===== src/rtl/lcd_pkg.sv =====
// Shared constants and state encoding for the HD44780 status-read path.
// The writer side reuses the same timing defaults and timer width.
package lcd_pkg;

    localparam int T_AS_DEF      = 3;
    localparam int T_EN_DEF      = 25;
    localparam int T_HOLD_DEF    = 2;
    localparam int T_GAP_DEF     = 20;
    localparam int MAX_POLLS_DEF = 2048;

    localparam int BF_BIT   = 7;
    localparam int ADDR_MSB = 6;

    localparam int TMR_W  = 8;
    localparam int POLL_W = 12;

    typedef enum logic [2:0] {
        ST_IDLE  = 3'd0,
        ST_SETUP = 3'd1,
        ST_EN_HI = 3'd2,
        ST_HOLD  = 3'd3,
        ST_GAP   = 3'd4,
        ST_DONE  = 3'd5
    } rd_state_e;

endpackage


===== src/rtl/lcd_status_reader_if.sv =====
// Request/result handshake plus the LCD control lines driven by the status reader.
// master = requesting side (writer or bench), slave = the reader itself.
interface lcd_status_reader_if;

    logic       rd_req;
    logic       rd_wait;
    logic [7:0] lcd_data_in;
    logic       rd_owner;
    logic       lcd_rs;
    logic       lcd_rw;
    logic       lcd_en;
    logic       rd_busy;
    logic       rd_done;
    logic       busy_flag;
    logic [6:0] addr_ctr;
    logic       rd_timeout;

    modport master (
        output rd_req, rd_wait, lcd_data_in,
        input  rd_owner, lcd_rs, lcd_rw, lcd_en, rd_busy, rd_done,
               busy_flag, addr_ctr, rd_timeout
    );

    modport slave (
        input  rd_req, rd_wait, lcd_data_in,
        output rd_owner, lcd_rs, lcd_rw, lcd_en, rd_busy, rd_done,
               busy_flag, addr_ctr, rd_timeout
    );

endinterface


===== src/rtl/lcd_phase_timer.sv =====
// Phase down-counter: start_i reloads the count, expire_o is high while it reads 1.
// A phase of N cycles is therefore N cycles from the load edge to the advancing edge.
module lcd_phase_timer
    import lcd_pkg::*;
#(
    parameter int W = TMR_W
) (
    input  logic         clk,
    input  logic         srst,
    input  logic         start_i,
    input  logic [W-1:0] load_i,
    output logic         expire_o
);

    logic [W-1:0] cnt_q;
    logic [W-1:0] cnt_d;

    always_comb begin
        cnt_d = cnt_q;
        if (start_i) begin
            cnt_d = load_i;
        end else if (cnt_q != '0) begin
            cnt_d = cnt_q - 1'b1;
        end
    end

    always_ff @(posedge clk) begin
        if (srst) begin
            cnt_q <= '0;
        end else begin
            cnt_q <= cnt_d;
        end
    end

    assign expire_o = (cnt_q == W'(1));

endmodule


===== src/rtl/lcd_status_reader.sv =====
// HD44780 busy-flag/address read cycle with optional poll-until-idle mode.
// Only drives RS/RW/EN and ownership; the top-level mux owns the LCD_DATA tri-state.
module lcd_status_reader
    import lcd_pkg::*;
#(
    parameter int T_AS      = T_AS_DEF,
    parameter int T_EN      = T_EN_DEF,
    parameter int T_HOLD    = T_HOLD_DEF,
    parameter int T_GAP     = T_GAP_DEF,
    parameter int MAX_POLLS = MAX_POLLS_DEF
) (
    input  logic                CLOCK_50,
    input  logic                reset,
    lcd_status_reader_if.slave  bus
);

    // The poll counter must never wrap and every phase must fit the timer.
    generate
        if (MAX_POLLS < 1 || MAX_POLLS > 4095) begin : g_bad_polls
            $error("lcd_status_reader: MAX_POLLS must be in 1..4095");
        end
        if (T_AS < 1 || T_EN < 1 || T_HOLD < 1 || T_GAP < 1 ||
            T_AS > 255 || T_EN > 255 || T_HOLD > 255 || T_GAP > 255) begin : g_bad_timing
            $error("lcd_status_reader: phase lengths must be in 1..255");
        end
    endgenerate

    localparam logic [TMR_W-1:0]  L_AS     = TMR_W'(T_AS);
    localparam logic [TMR_W-1:0]  L_EN     = TMR_W'(T_EN);
    localparam logic [TMR_W-1:0]  L_HOLD   = TMR_W'(T_HOLD);
    localparam logic [TMR_W-1:0]  L_GAP    = TMR_W'(T_GAP);
    localparam logic [POLL_W-1:0] POLL_MAX = POLL_W'(MAX_POLLS);

    rd_state_e          state_q, state_d;
    logic               tmr_start;
    logic [TMR_W-1:0]   tmr_load;
    logic               tmr_expire;
    logic               accept;
    logic               sample_en;
    logic               result_load;
    logic               timeout_set;

    logic               wait_q;
    logic [POLL_W-1:0]  poll_q;
    logic [7:0]         sample_q;
    logic               busy_flag_q;
    logic [ADDR_MSB:0]  addr_ctr_q;
    logic               rd_timeout_q;

    lcd_phase_timer #(.W(TMR_W)) u_timer (
        .clk      (CLOCK_50),
        .srst     (reset),
        .start_i  (tmr_start),
        .load_i   (tmr_load),
        .expire_o (tmr_expire)
    );

    always_comb begin
        state_d     = state_q;
        tmr_start   = 1'b0;
        tmr_load    = '0;
        accept      = 1'b0;
        sample_en   = 1'b0;
        result_load = 1'b0;
        timeout_set = 1'b0;
        case (state_q)
            ST_IDLE: begin
                if (bus.rd_req) begin
                    accept    = 1'b1;
                    state_d   = ST_SETUP;
                    tmr_start = 1'b1;
                    tmr_load  = L_AS;
                end
            end
            ST_SETUP: begin
                if (tmr_expire) begin
                    state_d   = ST_EN_HI;
                    tmr_start = 1'b1;
                    tmr_load  = L_EN;
                end
            end
            ST_EN_HI: begin
                if (tmr_expire) begin
                    sample_en = 1'b1;
                    state_d   = ST_HOLD;
                    tmr_start = 1'b1;
                    tmr_load  = L_HOLD;
                end
            end
            ST_HOLD: begin
                if (tmr_expire) begin
                    if (!wait_q || !sample_q[BF_BIT]) begin
                        state_d     = ST_DONE;
                        result_load = 1'b1;
                    end else if (poll_q < POLL_MAX) begin
                        state_d   = ST_GAP;
                        tmr_start = 1'b1;
                        tmr_load  = L_GAP;
                    end else begin
                        state_d     = ST_DONE;
                        result_load = 1'b1;
                        timeout_set = 1'b1;
                    end
                end
            end
            ST_GAP: begin
                if (tmr_expire) begin
                    state_d   = ST_SETUP;
                    tmr_start = 1'b1;
                    tmr_load  = L_AS;
                end
            end
            ST_DONE: state_d = ST_IDLE;
            default: state_d = ST_IDLE;
        endcase
    end

    always_ff @(posedge CLOCK_50) begin
        if (reset) begin
            state_q      <= ST_IDLE;
            wait_q       <= 1'b0;
            poll_q       <= '0;
            sample_q     <= 8'h80;
            busy_flag_q  <= 1'b1;
            addr_ctr_q   <= '0;
            rd_timeout_q <= 1'b0;
        end else begin
            state_q <= state_d;
            if (accept) begin
                wait_q       <= bus.rd_wait;
                poll_q       <= '0;
                rd_timeout_q <= 1'b0;
            end
            if (sample_en) begin
                sample_q <= bus.lcd_data_in;
                poll_q   <= poll_q + 1'b1;
            end
            // Results are published on entry to DONE so they are valid with rd_done.
            if (result_load) begin
                busy_flag_q  <= sample_q[BF_BIT];
                addr_ctr_q   <= sample_q[ADDR_MSB:0];
                rd_timeout_q <= timeout_set;
            end
        end
    end

    logic owner;
    assign owner = (state_q == ST_SETUP) || (state_q == ST_EN_HI) ||
                   (state_q == ST_HOLD)  || (state_q == ST_GAP);

    assign bus.rd_owner   = owner;
    assign bus.lcd_rs     = 1'b0;
    assign bus.lcd_rw     = owner;
    assign bus.lcd_en     = (state_q == ST_EN_HI);
    assign bus.rd_busy    = (state_q != ST_IDLE);
    assign bus.rd_done    = (state_q == ST_DONE);
    assign bus.busy_flag  = busy_flag_q;
    assign bus.addr_ctr   = addr_ctr_q;
    assign bus.rd_timeout = rd_timeout_q;

endmodule

===== src/flat_wrapper.sv =====
// flat-port wrapper written by rule: the top's interface ports become plain ports
module lcd_status_reader_flat import lcd_pkg::*;
#(
    parameter int T_AS      = T_AS_DEF,
    parameter int T_EN      = T_EN_DEF,
    parameter int T_HOLD    = T_HOLD_DEF,
    parameter int T_GAP     = T_GAP_DEF,
    parameter int MAX_POLLS = MAX_POLLS_DEF
)
  (CLOCK_50, reset, bus_rd_req, bus_rd_wait, bus_lcd_data_in, bus_rd_owner, bus_lcd_rs, bus_lcd_rw, bus_lcd_en, bus_rd_busy, bus_rd_done, bus_busy_flag, bus_addr_ctr, bus_rd_timeout);
  lcd_status_reader_if bus_i ();
  input  logic CLOCK_50;
  input  logic reset;
  input wire logic [$bits(bus_i.rd_req)-1:0] bus_rd_req;
  input wire logic [$bits(bus_i.rd_wait)-1:0] bus_rd_wait;
  input wire logic [$bits(bus_i.lcd_data_in)-1:0] bus_lcd_data_in;
  output wire logic [$bits(bus_i.rd_owner)-1:0] bus_rd_owner;
  output wire logic [$bits(bus_i.lcd_rs)-1:0] bus_lcd_rs;
  output wire logic [$bits(bus_i.lcd_rw)-1:0] bus_lcd_rw;
  output wire logic [$bits(bus_i.lcd_en)-1:0] bus_lcd_en;
  output wire logic [$bits(bus_i.rd_busy)-1:0] bus_rd_busy;
  output wire logic [$bits(bus_i.rd_done)-1:0] bus_rd_done;
  output wire logic [$bits(bus_i.busy_flag)-1:0] bus_busy_flag;
  output wire logic [$bits(bus_i.addr_ctr)-1:0] bus_addr_ctr;
  output wire logic [$bits(bus_i.rd_timeout)-1:0] bus_rd_timeout;
  assign bus_i.rd_req = bus_rd_req;
  assign bus_i.rd_wait = bus_rd_wait;
  assign bus_i.lcd_data_in = bus_lcd_data_in;
  assign bus_rd_owner = bus_i.rd_owner;
  assign bus_lcd_rs = bus_i.lcd_rs;
  assign bus_lcd_rw = bus_i.lcd_rw;
  assign bus_lcd_en = bus_i.lcd_en;
  assign bus_rd_busy = bus_i.rd_busy;
  assign bus_rd_done = bus_i.rd_done;
  assign bus_busy_flag = bus_i.busy_flag;
  assign bus_addr_ctr = bus_i.addr_ctr;
  assign bus_rd_timeout = bus_i.rd_timeout;
  lcd_status_reader #(.T_AS(T_AS), .T_EN(T_EN), .T_HOLD(T_HOLD), .T_GAP(T_GAP), .MAX_POLLS(MAX_POLLS)) u_core (.CLOCK_50(CLOCK_50), .reset(reset), .bus(bus_i));
endmodule

===== config.mk =====
export PLATFORM = sky130hd
export DESIGN_NAME = lcd_status_reader_flat
export DESIGN_NICKNAME = d
export VERILOG_FILES = /design/src/rtl/lcd_pkg.sv /design/src/rtl/lcd_status_reader_if.sv /design/src/rtl/lcd_phase_timer.sv /design/src/rtl/lcd_status_reader.sv /design/src/flat_wrapper.sv
export SDC_FILE = /design/constraint.sdc
export NUM_CORES = 1
export LEC_CHECK = 0
export CAP_MARGIN = 15
export CORE_MARGIN = 1.5
export CORE_UTILIZATION = 50
export CTS_CLUSTER_DIAMETER = 80
export DETAILED_ROUTE_END_ITERATION = 10
export PLACE_DENSITY = 0.73
export SYNTH_ARGS = -nofsm -noshare
export SYNTH_HDL_FRONTEND = slang
export SYNTH_SLANG_ARGS = --single-unit

===== constraint.sdc =====
create_clock -name CLOCK_50 -period 4.9 [get_ports CLOCK_50]
set_input_delay 1.225 -clock CLOCK_50 [delete_from_list [all_inputs] [get_ports CLOCK_50]]
set_output_delay 1.225 -clock CLOCK_50 [all_outputs]
set_load 0.01 [all_outputs]

======== Word level (Yosys, flattened, before mapping) ========
Cells that the tools add are included.
operators by class
  add/subtract/negate cells ............... 2
  $mul .................................... 0
  divide/modulo/power cells ............... 0
  order comparisons ....................... 1
  equal/unequal tests ..................... 11
  shifts and indexed selects .............. 0
  muxes and demuxes ....................... 37
  bitwise logic cells ..................... 0
  reduce and logical (&&, ||, !) cells .... 14
operators with widths
  kind                   count
  $pmux 8 s5             1
  $mux 8                 4
  $mux 12                2
  $mux 3                 6
  $mux 1                 17
  $pmux 3 s5             1
  $add 12x1->12 const B  1
  $lt 12x12->1 const B   1
  $mux 5                 2
  $eq 8x1->1 const B     1
  $ne 2x1->1 const B     4
  $reduce_bool 8->1      1
  $sub 8x1->8 const B    1
  $eq 3x2->1 const B     2
  $eq 3x3->1 const B     2
  $mux 2                 3
  $reduce_bool 2->1      3
  $reduce_and 5->1       1
  $logic_or 1x1->1       4
  $eq 3x1->1 const B     1
  $logic_not 3->1        1
  $pmux 1 s3             1
  $reduce_bool 3->1      1
  $reduce_or 3->1        1
  2 further kinds        3
storage, ports and cells
  flip-flop bits (word level) ............. 41
  latch bits .............................. 0
  bits in writable memories ............... 0
  ROM bits ................................ 0
  word-level logic and storage cells ...... 73
  memories kept ........................... 0

======== Logic depth before layout (Yosys ltp) ========
  depth after elaboration ................. 6
  gate-level depth with buffers ........... 8
  depth with buffers taken out ............ 6

======== Hierarchy ========
Synthesis repeated with hierarchy kept, for this count alone.
unflattened totals
  cells, all modules ...................... 251
  area total of the unflattened synthesis .. 2067.0 µm²
modules (own cells, without submodules)
  module             times used  cells an instance  area an instance (µm²)  seq. area each (µm²)
  lcd_status_reader  1           198                1559.0                  660.6
  lcd_phase_timer    1           53                 508.0                   160.2

======== Worst setup path after synthesis ========
Ideal clock, no wire load.
  kind .................................... input-to-reg
  start point ............................. in bus_rd_req
  end point ............................... reg u_core.u_timer.cnt_q[3]
  library setup time ...................... 137 ps
  data arrival time ....................... 2390 ps
  data required time ...................... 4763 ps
  slack ................................... 2373 ps
  cell stages on the path ................. 5
  cell sequence ........................... or4b_2 -> clkbuf_1 -> o21ai_0 -> a21o_1 -> o31ai_1
on the way
  cells in the longest elaborated chain, start to end .. 3
  elaborated cells between the ends (all ways) .. 4
  classes of those cells .................. 3 x mux; 1 x reduce/logical
ends and longest elaborated chain
  element                                      line                     text
  start: declaration                           flat_wrapper.sv:14       input wire logic [$bits(bus_i.rd_req)-1:0] bus_rd_req;
  $mux 1 (*)                                   lcd_status_reader.sv:68  if (bus.rd_req) begin
  $pmux 1 s3 (*)                               lcd_status_reader.sv:66  case (state_q)
  $mux 8 or $reduce_bool 2->1 (tied branches)  --
  end signal: assignment                       lcd_phase_timer.sv:31    cnt_q <= cnt_d;
  end: declaration                             lcd_phase_timer.sv:15    logic [W-1:0] cnt_q;
Every way passes the cells marked *; elsewhere a longest branch is shown, timed or not.
A chain may end at the register's enable or synchronous reset.

======== Worst setup path in the final report ========
  start point ............................. reg u_core.state_q[1]
  end point ............................... out bus_lcd_en
on the way
  cells in the longest elaborated chain, start to end .. 1
ends and longest elaborated chain
  element                   line                      text
  start: declaration        lcd_status_reader.sv:34   rd_state_e state_q, state_d;
  start signal: assignment  lcd_status_reader.sv:128  state_q <= state_d;
  $eq 3x2->1                lcd_status_reader.sv:154  assign bus.lcd_en = (state_q == ST_EN_HI);
  end: declaration          flat_wrapper.sv:20        output wire logic [$bits(bus_i.lcd_en)-1:0] bus_lcd_en;
No other way between the ends.

==> summary.txt <==
Logic synthesis
  • Post-synth top area share: 39.81%
  • Synth area leaders: dfxtp_1 40%, a21oi_1 8.7%, nand2_1 5.1%
  • Cell Area, Synth: 0.002062 mm²
  • Largest family of logic cells by synthesized area: simple AND/OR/NAND/NOR gates
  • Sequential area share after synthesis: 39.81%
  • Synth Register Bits: 41
  • Top cells by count, synth: 41 x dfxtp_1, 36 x a21oi_1, 28 x nand2_1
  • Synth Instances: 255
  • Post-synthesis mux area share: 1.032%
  • FFs w/ async S/R, synth: 0%
  • Net Count, Synth: 271
  • Top_reg_cell synth: dfxtp_1
  • Yosys warns: 0
  • Post-Synth Simple-Gate Area: 27.43%
  • Compound-Gate Fraction of Synth Area: 20.51%
  • Syn avg cell area: 8.086 µm²
  • Synth cell types: 55
  • Cell taking the most area after synthesis: dfxtp_1
  • Post-synthesis xor/xnor area fraction: 2.973%
  • Adder-cell share of the synthesized area: 2.913%
  • Most frequent cell after synthesis: dfxtp_1
  • Number of synthesized flops with an enable pin: 0

Timing
  • Peak Freq: 0.3076 GHz
  • WHS: 0.4581 ns
  • Worst-Margin Slew: 0.8142 ns
  • Endpoints failing hold: 0
  • Number of setup violations in the final report: 0
  • Final period util: 66.34%
  • Setup_tns: 0 ns
  • Slew margin rel.: 45.72%
  • Layout Skew: 0.008766 ns
  • Final min period: 3.251 ns
  • Slew Limit Fails: 0
  • RSZ-0062 raised after global routing: no

Clock network
  • Clock sinks: 41
  • Post-CTS Setup Inserts: 0
  • Cts bufs inserted: 5
  • Worst-Skew Late Latency: 0.30 ns
  • Post-CTS Hold Fix Bufs: 0
  • # resized after CTS: 0
  • CTS tree: built
  • Root Buffer: clkbuf_8
  • Max Buffers Root-to-Sink: 2
  • Clk slew on worst S/H paths: 0.08 ns
  • H-tree levels: 2

Setup path
  • Worst-path maximum fanout: 13
  • RR Startpoint: u_core.u_timer.cnt_q[1]
  • Crit path launch: u_core.state_q[1]
  • Critical Path AT: 2.03 ns
  • Crit-path max cell delay: 0.64 ns
  • CP Capture Type: output pin
  • Critical Path End: bus_lcd_en
  • CP max stage cell: clkdlybuf4s50_1
  • Worst path cell trace: nor3b_1 > clkdlybuf4s50_1
  • Number of cells on the worst reg-to-reg path: 6
  • Setup CP Type: flip-flop to output pin
  • Setup crit start kind: flip-flop
  • Capturing point of the worst reg2reg path: u_core.poll_q[10]
  • Setup slack, reg-to-reg: 2.40 ns
  • Data required, critical path: 3.67 ns

GRT
  • Vias in the first global route: 1,502
  • Grt ovf: 0
  • First-pass GRT wire length: 7403 µm
  • Pin count of the biggest net entering global routing: 39
  • Initial antenna violation count: 0
  • GRT Total Usage: 21.85%

Floorplan
  • Initial core utilization: 51.92%
  • Die W: 67.22 µm
  • Die height: 67.22 µm
  • I/O pin cnt: 27
  • Overall die area: 0.004519 mm²
  • Core ar.: 0.003971 mm²
  • Row cnt: 23

Pwr
  • Internal Pwr Total: 771.5 µW
  • P_leak: 0.8130 nW
  • Reg power frac: 35.9%
  • Pwr/cell area: 489.8 mW/mm²
  • Clk pwr share: 27.1%
  • Sw Share: 35.25%
  • Worst VDD drop: 0.0002365 V
  • Combinational group share of total power: 37.0%
  • P_sw: 419.9 µW

Place
  • GPL Wtd Cong: 0.8693
  • DP HPWL: 3037 µm
  • IO Port Bufs: 25

Routing
  • Drt wl/cell: 14.00 µm
  • Initial drt markers: 150
  • DR pass1 iterations: 4
  • Detail Route Antenna Nets: 0
  • Post-route DRC violation count: 0
  • Vias: 1,837
  • Total wire length: 4493 µm
  • Via density: 5.723

Final layout
  • Area Growth Syn to Fin: 17.96%
  • Share of cells above drive strength 1: 6.273%
  • Nets@finish: 286
  • ANT cells: 0

Job
  • Max Cap Violations: 0

Min path
  • Hold Path Class: flip-flop to flip-flop

Outcome
  • Run status: finished clean
==> state kept, by name, summed over array words and instances (netlist names) <==
name and count:
u_core.wait_q 1, u_core.sample_q 8, u_core.bus.rd_timeout 1, u_core.bus.busy_flag 1, u_core.u_timer.cnt_q 8, u_core.bus.addr_ctr 7
u_core.poll_q 12, u_core.state_q 3
==> cell usage in the layout, fill, tap and decap left out, types with 2 or more instances in the layout <==
cell	n
nand2_1	28
or4_1	2
clkbuf_8	5
o21ai_1	6
a21oi_1	36
o21ai_0	7
dfxtp_1	41
or3_1	3
clkdlybuf4s50_1	25
nor4_1	3
bufinv_16	2
xor2_1	2
and2_1	2
buf_4	2
nand3b_1	3
o22ai_1	2
nor3b_1	4
inv_1	4
nor3_1	4
o211ai_1	2
xnor2_1	5
and3_1	2
nand3_1	20
and4_1	2
nor2_1	12
a41oi_1	2
ha_1	4
a211oi_1	7
nand4_1	3
nand2b_1	6
==> layer usage <==
layer | global-route usage [%] | vias up | routed length, µm
met3 | 5.500 | 6 | 177
li1 | - | 949 | -
met2 | 33.29 | 25 | 2111
met1 | 30.35 | 857 | 2146
met4 | 6.888 | 0 | 58
met5 | 0 | - | 0
==> critical path, delay by kind of cell (launching register included) <==
kind | cells | cell delay (ns)
flip-flops | 1 | 0.56
AND/OR/NAND/NOR | 1 | 0.53
buffers and inverters | 1 | 0.64
==> worst min-delay path by stage <==
stage	startpoint	end	cells past startpoint
floorplan	u_core.sample_q[0]	u_core.sample_q[0]	2
global placement	u_core.sample_q[5]	u_core.sample_q[5]	2
detailed placement	u_core.sample_q[5]	u_core.sample_q[5]	2
CTS	u_core.sample_q[5]	u_core.sample_q[5]	2
global route	u_core.sample_q[6]	u_core.sample_q[6]	2
finish	u_core.sample_q[5]	u_core.sample_q[5]	2
==> cells by family after synthesis <==
logic type,Yosys count
muxes,2
and+or+nand+nor,104
other,1
AOI/OAI and AO/OA,72
DFF,41
adders and majority gates,5
xor gates and xnor gates,7
buffers and inverters,23
==> power by group through the flow <==
stage	clock network, mW	registers, mW	logic [mW]
after floorplan	0	0.406	0.375
after global placement	0	0.433	0.431
after detailed placement	0	0.433	0.433
after CTS	0.326	0.426	0.440
after global routing	0.340	0.435	0.495
final	0.322	0.428	0.441
==> stage by stage <==
step | cell area [µm²] | instances | power (mW) | util [%] | setup slack, ns
floorplan | 2062 | 255 | 0.7810 | - | 2.373
global placement | 2298 | 313 | 0.8630 | 57.88 | 1.775
detailed placement | 2298 | 313 | 0.8661 | 57.88 | 1.738
CTS | 2432 | 321 | 1.191 | 61.25 | 1.639
global route | 2432 | 321 | 1.270 | 61.25 | 1.438
finish | 2432 | 321 | 1.191 | 61.25 | 1.649
==> layout make-up <==
class	count	area (µm²)
clock inverter	3	65.06
timing repair buffer	27	265.3
fill	389	1539
tap	50	62.56
inverter	4	15.01
sequential	41	820.8
multi-input combinational	191	1135
clock buffer	5	68.82
(Power assumes the default switching activity.)
